--- config.mk ---
export PLATFORM = sky130hd
export DESIGN_NAME = mux8_1_tdm
export DESIGN_NICKNAME = d
export VERILOG_FILES = /design/src/rtl/mux_tdm_pkg.sv /design/src/rtl/tdm_slot_timer.sv /design/src/rtl/mux8_1_tdm.sv
export SDC_FILE = /design/constraint.sdc
export NUM_CORES = 1
export LEC_CHECK = 0
export CAP_MARGIN = 20
export CORE_ASPECT_RATIO = 1.2
export CORE_MARGIN = 5
export CORE_UTILIZATION = 30
export CTS_CLUSTER_DIAMETER = 100
export CTS_CLUSTER_SIZE = 28
export DETAILED_ROUTE_END_ITERATION = 8
export GPL_ROUTABILITY_DRIVEN = 0
export PLACE_DENSITY = 0.53
export SYNTH_ARGS = -nofsm -noshare
export SYNTH_HDL_FRONTEND = slang
export SYNTH_SLANG_ARGS = --single-unit
--- constraint.sdc ---
create_clock -name Clk -period 2.23 [get_ports Clk]
set_input_delay 0.223 -clock Clk [delete_from_list [all_inputs] [get_ports Clk]]
set_output_delay 0.223 -clock Clk [all_outputs]
set_load 0.05 [all_outputs]
--- src/rtl/mux_tdm_pkg.sv ---
// Shared types and constants for the TDM 8:1 serializer.
// State enum, lane/select widths, parity slot index, slot length limit.
package mux_tdm_pkg;

  typedef enum logic {
    IDLE = 1'b0,
    RUN  = 1'b1
  } state_e;

  localparam int NUM_LANES       = 8;
  localparam int SEL_W           = 3;
  localparam int PARITY_SLOT     = 8;
  localparam int SLOT_CYCLES_MAX = 16;
  localparam int CYC_W           = 4;

endpackage

--- src/rtl/tdm_slot_timer.sv ---
// Slot length divider: counts SLOT_CYCLES clocks per slot while Run is high.
// Ports: Clk, Reset (sync, high), Run in; SlotEnd out (last cycle of a slot).
module tdm_slot_timer
  import mux_tdm_pkg::*;
#(
  parameter int SLOT_CYCLES = 1
) (
  input  logic Clk,
  input  logic Reset,
  input  logic Run,
  output logic SlotEnd
);

  localparam logic [CYC_W-1:0] LAST_CYC = CYC_W'(SLOT_CYCLES - 1);

  logic [CYC_W-1:0] cyc_q;
  logic [CYC_W-1:0] cyc_d;

  assign SlotEnd = Run && (cyc_q == LAST_CYC);

  // Counter rests at 0 while idle so the first slot starts full length.
  always_comb begin
    cyc_d = cyc_q;
    if (!Run || SlotEnd) begin
      cyc_d = '0;
    end else begin
      cyc_d = cyc_q + CYC_W'(1);
    end
  end

  always_ff @(posedge Clk) begin
    if (Reset) begin
      cyc_q <= '0;
    end else begin
      cyc_q <= cyc_d;
    end
  end

endmodule

--- src/rtl/mux8_1_tdm.sv ---
// Time-division 8:1 serializer: snapshots Input1..8 per frame, scans one lane per slot.
// In: Clk, Reset, Enable, Input1..8. Out: Output, Sel[2:0], Valid, FrameStart,
// ParitySlot (only with TDM_PARITY_EN, which adds a ninth even-parity slot).
module mux8_1_tdm
  import mux_tdm_pkg::*;
#(
  parameter int SLOT_CYCLES = 1
) (
  input  logic             Clk,
  input  logic             Reset,
  input  logic             Enable,
  input  logic             Input1,
  input  logic             Input2,
  input  logic             Input3,
  input  logic             Input4,
  input  logic             Input5,
  input  logic             Input6,
  input  logic             Input7,
  input  logic             Input8,
  output logic             Output,
  output logic [SEL_W-1:0] Sel,
  output logic             Valid,
`ifdef TDM_PARITY_EN
  output logic             ParitySlot,
`endif
  output logic             FrameStart
);

`ifdef TDM_PARITY_EN
  localparam int SLOT_W = 4;
  localparam logic [SLOT_W-1:0] LAST_SLOT = SLOT_W'(PARITY_SLOT);
`else
  localparam int SLOT_W = 3;
  localparam logic [SLOT_W-1:0] LAST_SLOT = SLOT_W'(NUM_LANES - 1);
`endif

  state_e                 state_q, state_d;
  logic [NUM_LANES-1:0]   snap_q, snap_d;
  logic [SLOT_W-1:0]      slot_q, slot_d;
  logic [NUM_LANES-1:0]   lanes;
  logic                   slot_end;
  logic                   is_par;
  logic                   out_d, valid_d, fs_d;
  logic [SEL_W-1:0]       sel_d;
`ifdef TDM_PARITY_EN
  logic                   ps_d;
`endif

  assign lanes = {Input8, Input7, Input6, Input5,
                  Input4, Input3, Input2, Input1};

  tdm_slot_timer #(
    .SLOT_CYCLES (SLOT_CYCLES)
  ) u_timer (
    .Clk     (Clk),
    .Reset   (Reset),
    .Run     (state_q == RUN),
    .SlotEnd (slot_end)
  );

  // Next state; output flops are loaded from the next state so they
  // present the slot that begins at the same edge.
  always_comb begin
    state_d = state_q;
    snap_d  = snap_q;
    slot_d  = slot_q;
    unique case (state_q)
      IDLE: begin
        if (Enable) begin
          state_d = RUN;
          snap_d  = lanes;
          slot_d  = '0;
        end
      end
      RUN: begin
        if (slot_end) begin
          if (slot_q == LAST_SLOT) begin
            slot_d = '0;
            if (Enable) begin
              snap_d = lanes;
            end else begin
              state_d = IDLE;
            end
          end else begin
            slot_d = slot_q + SLOT_W'(1);
          end
        end
      end
      default: state_d = IDLE;
    endcase

`ifdef TDM_PARITY_EN
    is_par = (slot_d == SLOT_W'(PARITY_SLOT));
    ps_d   = 1'b0;
`else
    is_par = 1'b0;
`endif
    out_d   = 1'b0;
    sel_d   = '0;
    valid_d = 1'b0;
    fs_d    = 1'b0;
    if (state_d == RUN) begin
      if (is_par) begin
        out_d = ^snap_d;
`ifdef TDM_PARITY_EN
        ps_d  = 1'b1;
`endif
      end else begin
        sel_d   = slot_d[SEL_W-1:0];
        out_d   = snap_d[slot_d[SEL_W-1:0]];
        valid_d = 1'b1;
        fs_d    = (slot_d == '0);
      end
    end
  end

  always_ff @(posedge Clk) begin
    if (Reset) begin
      state_q    <= IDLE;
      snap_q     <= '0;
      slot_q     <= '0;
      Output     <= 1'b0;
      Sel        <= '0;
      Valid      <= 1'b0;
      FrameStart <= 1'b0;
`ifdef TDM_PARITY_EN
      ParitySlot <= 1'b0;
`endif
    end else begin
      state_q    <= state_d;
      snap_q     <= snap_d;
      slot_q     <= slot_d;
      Output     <= out_d;
      Sel        <= sel_d;
      Valid      <= valid_d;
      FrameStart <= fs_d;
`ifdef TDM_PARITY_EN
      ParitySlot <= ps_d;
`endif
    end
  end

endmodule
==> results of run 1 <==
## Yosys cell counts (all sizes together)
cell	number	area (sq um)
a211o	2	17.52
a21oi	2	10.01
a22o	1	8.760
a22oi	1	21.27
a2bb2o	1	20.02
a32o	1	10.01
a32oi	1	8.760
a41oi	1	16.27
and2	2	12.51
and4bb	1	12.51
buf	3	16.26
clkbuf	2	7.510
dfxtp	21	420.4
ha	4	50.05
inv	8	30.03
mux2	4	48.79
mux2i	1	22.52
nand2	3	11.26
nand2b	1	6.260
nand3	1	5.000
nor2	16	62.56
nor2b	3	18.77
nor3b	1	18.77
nor4	1	6.260
o2111ai	3	32.53
o211ai	7	52.55
o21a	3	22.52
o21ai	1	8.760
o21bai	1	7.510
o221ai	3	26.28
or2	1	6.260
or3	1	6.260
or3b	2	17.52
xnor2	1	8.760
xor2	1	8.760
## critical path, cell delays in order (launching register included)
cell      delay [ns]
dfxtp_1         0.33
ha_1            0.21
ha_1            0.21
or3b_1          0.43
mux2i_4         0.23
a2bb2o_4        0.24
a211o_1         0.30
a41oi_2         0.15
## worst max path at each step
stage,startpoint,end,cells after the start
global route,slot_q[0],Output,7
CTS,slot_q[0],Output,7
finish,slot_q[0],Output,7
detailed placement,slot_q[0],Output,7
floorplan,Valid,Output,6
global placement,slot_q[0],Output,7
## per-stage QoR
| step | cells | util | total power, W | setup slack [ns] |
|---|---|---|---|---|
| 6_report | 166 | 0.4002 | 0.0007916 | 0.07259 |
| 5_1_grt | 166 | 0.4002 | 0.0008346 | 0.001904 |
| 4_1_cts | 166 | 0.4002 | 0.0008058 | 0.07172 |
| 3_5_place_dp | 162 | 0.3868 | 0.0005599 | 0.08927 |
| 3_3_place_gp | 162 | 0.3868 | 0.0005575 | 0.1324 |
| 2_1_floorplan | 106 | - | 0.0005029 | 0.03074 |
## registers in the layout (all words and copies together) (netlist names)
signal         cells
snap_q             8
u_timer.cyc_q      4
Sel                3
slot_q             3
FrameStart         1
Output             1
Valid              1
## area by class of cell
class / instances / area share
multi-input cells: 72 / 0.4345
clock buffers: 4 / 0.03343
flip-flops and latches: 21 / 0.3120
well taps: 37 / 0.03435
inverters: 8 / 0.02228
repair buffers: 24 / 0.1634
## layer usage
layer / up-vias / global-route usage / share of wire
li1: 428 / - / -
met1: 410 / 0.1143 / 0.41
met2: 16 / 0.2002 / 0.53
met3: 2 / 0.03134 / 0.051
met4: 0 / 0.02715 / 0.0080
met5: - / 0 / 0
## cells by family (layout without fill, tap and decap cells)
| group | after synthesis | count (layout) | synth area share |
|---|---|---|---|
| buffers and inverters | 13 | 36 | 0.05077 |
| AO/OA/AOI/OAI | 28 | 28 | 0.2480 |
| AND/OR/NAND/NOR | 33 | 33 | 0.1736 |
| adder cells (fa/ha/maj) | 4 | 4 | 0.04723 |
| multiplexers | 5 | 5 | 0.06729 |
| XOR/XNOR | 2 | 2 | 0.01653 |
| flip-flops | 21 | 21 | 0.3967 |
## where the power goes
group	internal [W]	switching, W	leakage (nW)	total, W
Sequential	0.000391	0.00000588	0.172	0.000397
Clock	0.000127	0.000115	0.0228	0.000242
Combinational	0.0000721	0.0000807	0.345	0.000153
Total	0.000590	0.000202	0.539	0.000792
==> flow_summary.toml, run 1 <==
[run_status]
status = "finished, final reports clean"

[global_route]
overflow = 0
grt_first_pass_wirelength_mm = 4.043
grtUsageTotal = 0.1058
grt_pass1_vias = 896
grt_max_degree = 12
antenna_found_initial = 0

[worst_setup_path]
r2r_cells = 7
crit_arrival_ns = 2.34
rr_startpoint = "slot_q[0]"
start_kind = "flop"
r2r_end = "Output"
crit_path_end_kind = "flop"
crit_type = "flop to flop"
rrSetupSlack_ns = 0.07
critPathRequiredTime_ns = 2.41
crit_path_max_fanout = 5

[synthesis]
syn-mean-instance-area_sq_um = 9.998
netlist_area_sq_um = 1060
synth.yosys.seq_area_share = 0.3967
ys_warn_count = 0
yosysUniqueCellTypes = 42
syn_inst = 106
synth_fp_nets = 121
yosys_register_bits = 21

[worst_hold_path]
hp-start = "u_timer.cyc_q[0]"
min_delay_path_depth = 1
hold_path_class = "flop to flop"
holdPathEnd = "u_timer.cyc_q[0]"

[drt]
drc_errors = 0
via_count = 856
ant_nets = 0
drtIter0Drc = 29
wl_mm = 2.363
routed_via_density = 5.157
routedWlPerCell_microns = 14.23
dr.pass1.iters = 4

[sta]
final_hold_viol_count = 0
holdWs_ns = 0.4672
fmax_ghz = 0.4635
finalSetupViolCount = 0
fin_crit_ns = 2.157
rsz0062_at_grt = "no"
finalCritPeriodShare = 0.9674
max_slew_margin = 0.6647
clock-skew-final_ns = 0.001400
slew_violations = 0
tightest_slew_ns = 0.5014
setup_tns_ns = 0

[clock_tree]
ctsResizeCount = 0
root_buffer = "clkbuf_8"
cts.sinks = 21
cts_tree = "yes"
cts_made_buffers = 3
path_clk_slew_ns = 0.07
cts_setup_buffers = 0
clockBufferDepth = 2
clk_latency_ns = 0.25
cts_hold_buf = 0
htreeDepth = 1

[cells_and_area]
final_common_cell = "dfxtp_1"
drive_gt1_frac = 0.1783
nNetsFinal = 145
regArea_sq_um = 420.4
finalInstanceArea_sq_um = 1348
final_cell_mix = "dfxtp_1 (21), clkdlybuf4s50_1 (16), nor2_1 (15)"
multiInputGateArea_sq_um = 585.6
n_antenna_cell = 0
area_growth_pct = 27.15
nFillCells = 336

[die]
start_util = 0.3148
num_rows = 23
die_y_microns = 75.11
coreArea_sq_um = 3367
io_pins = 17
die_w_microns = 64.26
dieArea_sq_um = 4826

[placement]
placed_cell_area_sq_um = 1303
portBuffers = 16
dpl.hpwl_mm = 1.931

[pwr]
vdd_drop_max_v = 0.0002831
cellPowerDensity_nw_per_um2 = 587.4
p_leak_nw = 0.5392

[run]
cap_violations = 0
(Power assumes the default switching activity.)
==> run 2, diff against run 1 <==
RECOVER_POWER = 100   (was unset)
SKIP_LAST_GASP = 1   (was unset)
SYNTH_HIERARCHICAL = 1   (was unset)
==> run 2 against run 1 <==
The run now ends with negative setup slack left; combinational power shrank 18%; routed wire length down 12%; via count fell by 14%; total power is 11% lower; area after synthesis shrank 8.0%; sequential share of layout area increased by 2.4 points; largest power group unchanged.
==> flow_summary.toml, run 2 <==
[synthesis]
syn_inst = 92
synth_fp_nets = 107
synth_edf_count = 0
synth_area_leaders = "dfxtp_1 (43%), nor2_1 (5.8%), ha_1 (5.1%), mux2i_1 (5.1%), mux4_2 (4.6%)"
syn-mean-instance-area_sq_um = 10.59
yosys.area.top_type = "dfxtp_1"
yosys_register_bits = 21
yosys_most_used_dff = "dfxtp_1"
yosysUniqueCellTypes = 36
synth_top_area_frac = 0.4313
yosysMostFrequentCell = "dfxtp_1"
synth.yosys.seq_area_share = 0.4313
synthArstFlopShare = 0
ys_warn_count = 6
netlist_area_sq_um = 974.7
synthTopCellsByCount = "dfxtp_1 (21), nor2_1 (15), mux2i_1 (5)"

[cells_and_area]
reg_top3 = "snap_q x8, u_timer/cyc_q x4"
final_common_cell = "dfxtp_1"
largest_reg_flops = 8
regArea_sq_um = 424.2
drive_gt1_frac = 0.2696
n_antenna_cell = 0
multiInputGateArea_sq_um = 549.3
nFillCells = 321
area_growth_pct = 29.52
final_util = 0.4095
final_cell_mix = "dfxtp_1 (18), clkdlybuf4s50_1 (16), nor2_1 (15)"
top_register = "snap_q"
nNetsFinal = 131

[drt]
dr.pass1.iters = 4
ant_nets = 0
drtIter0Drc = 16
drc_errors = 0
routed_via_density = 4.881
via_count = 737
routedWlPerCell_microns = 13.76
wl_mm = 2.078

[die]
die_y_microns = 72.44
io_pins = 17
start_util = 0.3162
dieArea_sq_um = 4494
num_rows = 22
coreArea_sq_um = 3083
die_w_microns = 62.04

[worst_setup_path]
r2r_cells = 9
crit_start = "u_timer/cyc_q[1]"
path_buf_inv = 1
cp_slowest_cell = "dfxtp_2"
r2r_end = "Output"
crit_path_max_fanout = 7
rrSetupSlack_ns = -0.02
slowest_delay_ns = 0.35
cp_cell_sequence = "inv_2 > ha_4 > nor3b_4 > and2_4 > mux2_4 > a22oi_2 > mux4_2 > a22oi_2 > o31ai_2"
start_kind = "flop"
crit_type = "flop to flop"
rr_startpoint = "u_timer/cyc_q[1]"
crit_path_end_kind = "flop"
critical-path-top-delay-family = "multiplexers"
crit_arrival_ns = 2.44
critPathRequiredTime_ns = 2.43
cpMostUsedCell = "a22oi_2"

[pwr]
power_frac_seq = 0.565
switching_share = 0.2669
p_switching_w = 0.0001883
vdd_drop_max_v = 0.0003662
combPwrFrac = 0.178
p_leak_nw = 0.5011
power.internal_w = 0.0005172
clkPwrFrac = 0.257
cellPowerDensity_nw_per_um2 = 558.9

[run_status]
status = "finished, violations left"
violations = "negative setup slack"

[sta]
holdWs_ns = 0.4938
rsz0062_at_grt = "yes"
layout_setup_ws_ns = -0.01553
tightest_slew_ns = 0.4947
finalSetupViolCount = 1
clock-skew-final_ns = 0.001443
fin_crit_ns = 2.246
slew_violations = 0
fmax_ghz = 0.4453
max_slew_margin = 0.6691
final_hold_viol_count = 0
finalCritPeriodShare = 1.007

[global_route]
grt_first_pass_wirelength_mm = 3.325
overflow = 0
grt_pass1_vias = 727
grt_max_degree = 13
antenna_found_initial = 0
grtUsageTotal = 0.09895

[worst_hold_path]
holdPathEnd = "snap_q[1]"
hold_path_class = "flop to flop"
min_delay_path_depth = 2
hp-start = "snap_q[1]"

[clock_tree]
cts_tree = "yes"
cts_made_buffers = 3
clk_latency_ns = 0.30
htreeDepth = 1
root_buffer = "clkbuf_4"
clockBufferDepth = 2
path_clk_slew_ns = 0.12
cts.sinks = 21

[run]
cap_violations = 0

[placement]
portBuffers = 16
dpl.hpwl_mm = 1.546
run 2: final cells by class:
type                            instances  area share
Clock inverter                          1    0.003964
Tap cell                               36     0.03568
Sequential cell                        21      0.3360
Multi-Input combinational cell         64      0.4351
Timing Repair Buffer                   21      0.1566
Clock buffer                            3     0.01784
Inverter                                5     0.01487
run 2: logic make-up after synthesis:
family / share of synthesized area
flip-flops: 0.4313
AO/OA/AOI/OAI: 0.1528
XOR/XNOR: 0.01798
multiplexers: 0.1207
buffers and inverters: 0.03465
AND/OR/NAND/NOR: 0.1913
adder cells (fa/ha/maj): 0.05135
run 2: power by group through the flow:
stage | Sequential [W] | Clock (W) | Combinational, W
finish | 0.000399 | 0.000182 | 0.000125
global route | 0.000401 | 0.000213 | 0.000135
CTS | 0.000399 | 0.000190 | 0.000126
detailed placement | 0.000407 | 0 | 0.000126
global placement | 0.000407 | 0 | 0.000124
floorplan | 0.000420 | 0 | 0.0000678
run 2: worst reg2reg max path, delay by kind of cell, from the launching register on:
family / cells / cell delay [ns]
DFF: 1 / 0.35
adders and majority gates: 1 / 0.13
AOI/OAI and AO/OA: 3 / 0.51
and+or+nand+nor: 2 / 0.44
buffers and inverters: 1 / 0.07
muxes: 2 / 0.66
run 2: worst max path at each step:
stage	endpoint	slack (ns)	cells after the start
after floorplan	Output	0.07	9
after global placement	Output	0.06	9
after detailed placement	Output	0.02	9
after CTS	Output	0.008	9
after global routing	Output	-0.10	9
final	Output	-0.02	9
run 2: through the flow:
stage / setup WS [ns] / instances / area (sq um) / setup TNS [ns] / power [W]
finish: -0.01553 / 151 / 1262 / -0.01553 / 0.0007055
global route: -0.1030 / 151 / 1262 / -0.1030 / 0.0007489
CTS: 0.007814 / 149 / 1222 / 0 / 0.0007151
detailed placement: 0.02055 / 145 / 1195 / 0 / 0.0005331
global placement: 0.05786 / 145 / 1195 / 0 / 0.0005309
floorplan: 0.06821 / 92 / 982.2 / 0 / 0.0004876
run 2: repair_timing:
action                                  4_1_cts  5_1_grt
hold buffers                                  0        0
endpoints found under the setup margin        0        1
buffers inserted                              0        2
resized for setup                             0        8
run 2: routing by layer:
layer	part of all wire	wire (microns)	GRT usage	vias up
met2	0.53	1096	0.1682	14
met5	0	0	0	-
met1	0.43	887	0.1175	348
met4	0.0038	8	0.03538	0
met3	0.041	85	0.02313	2
li1	-	-	-	373
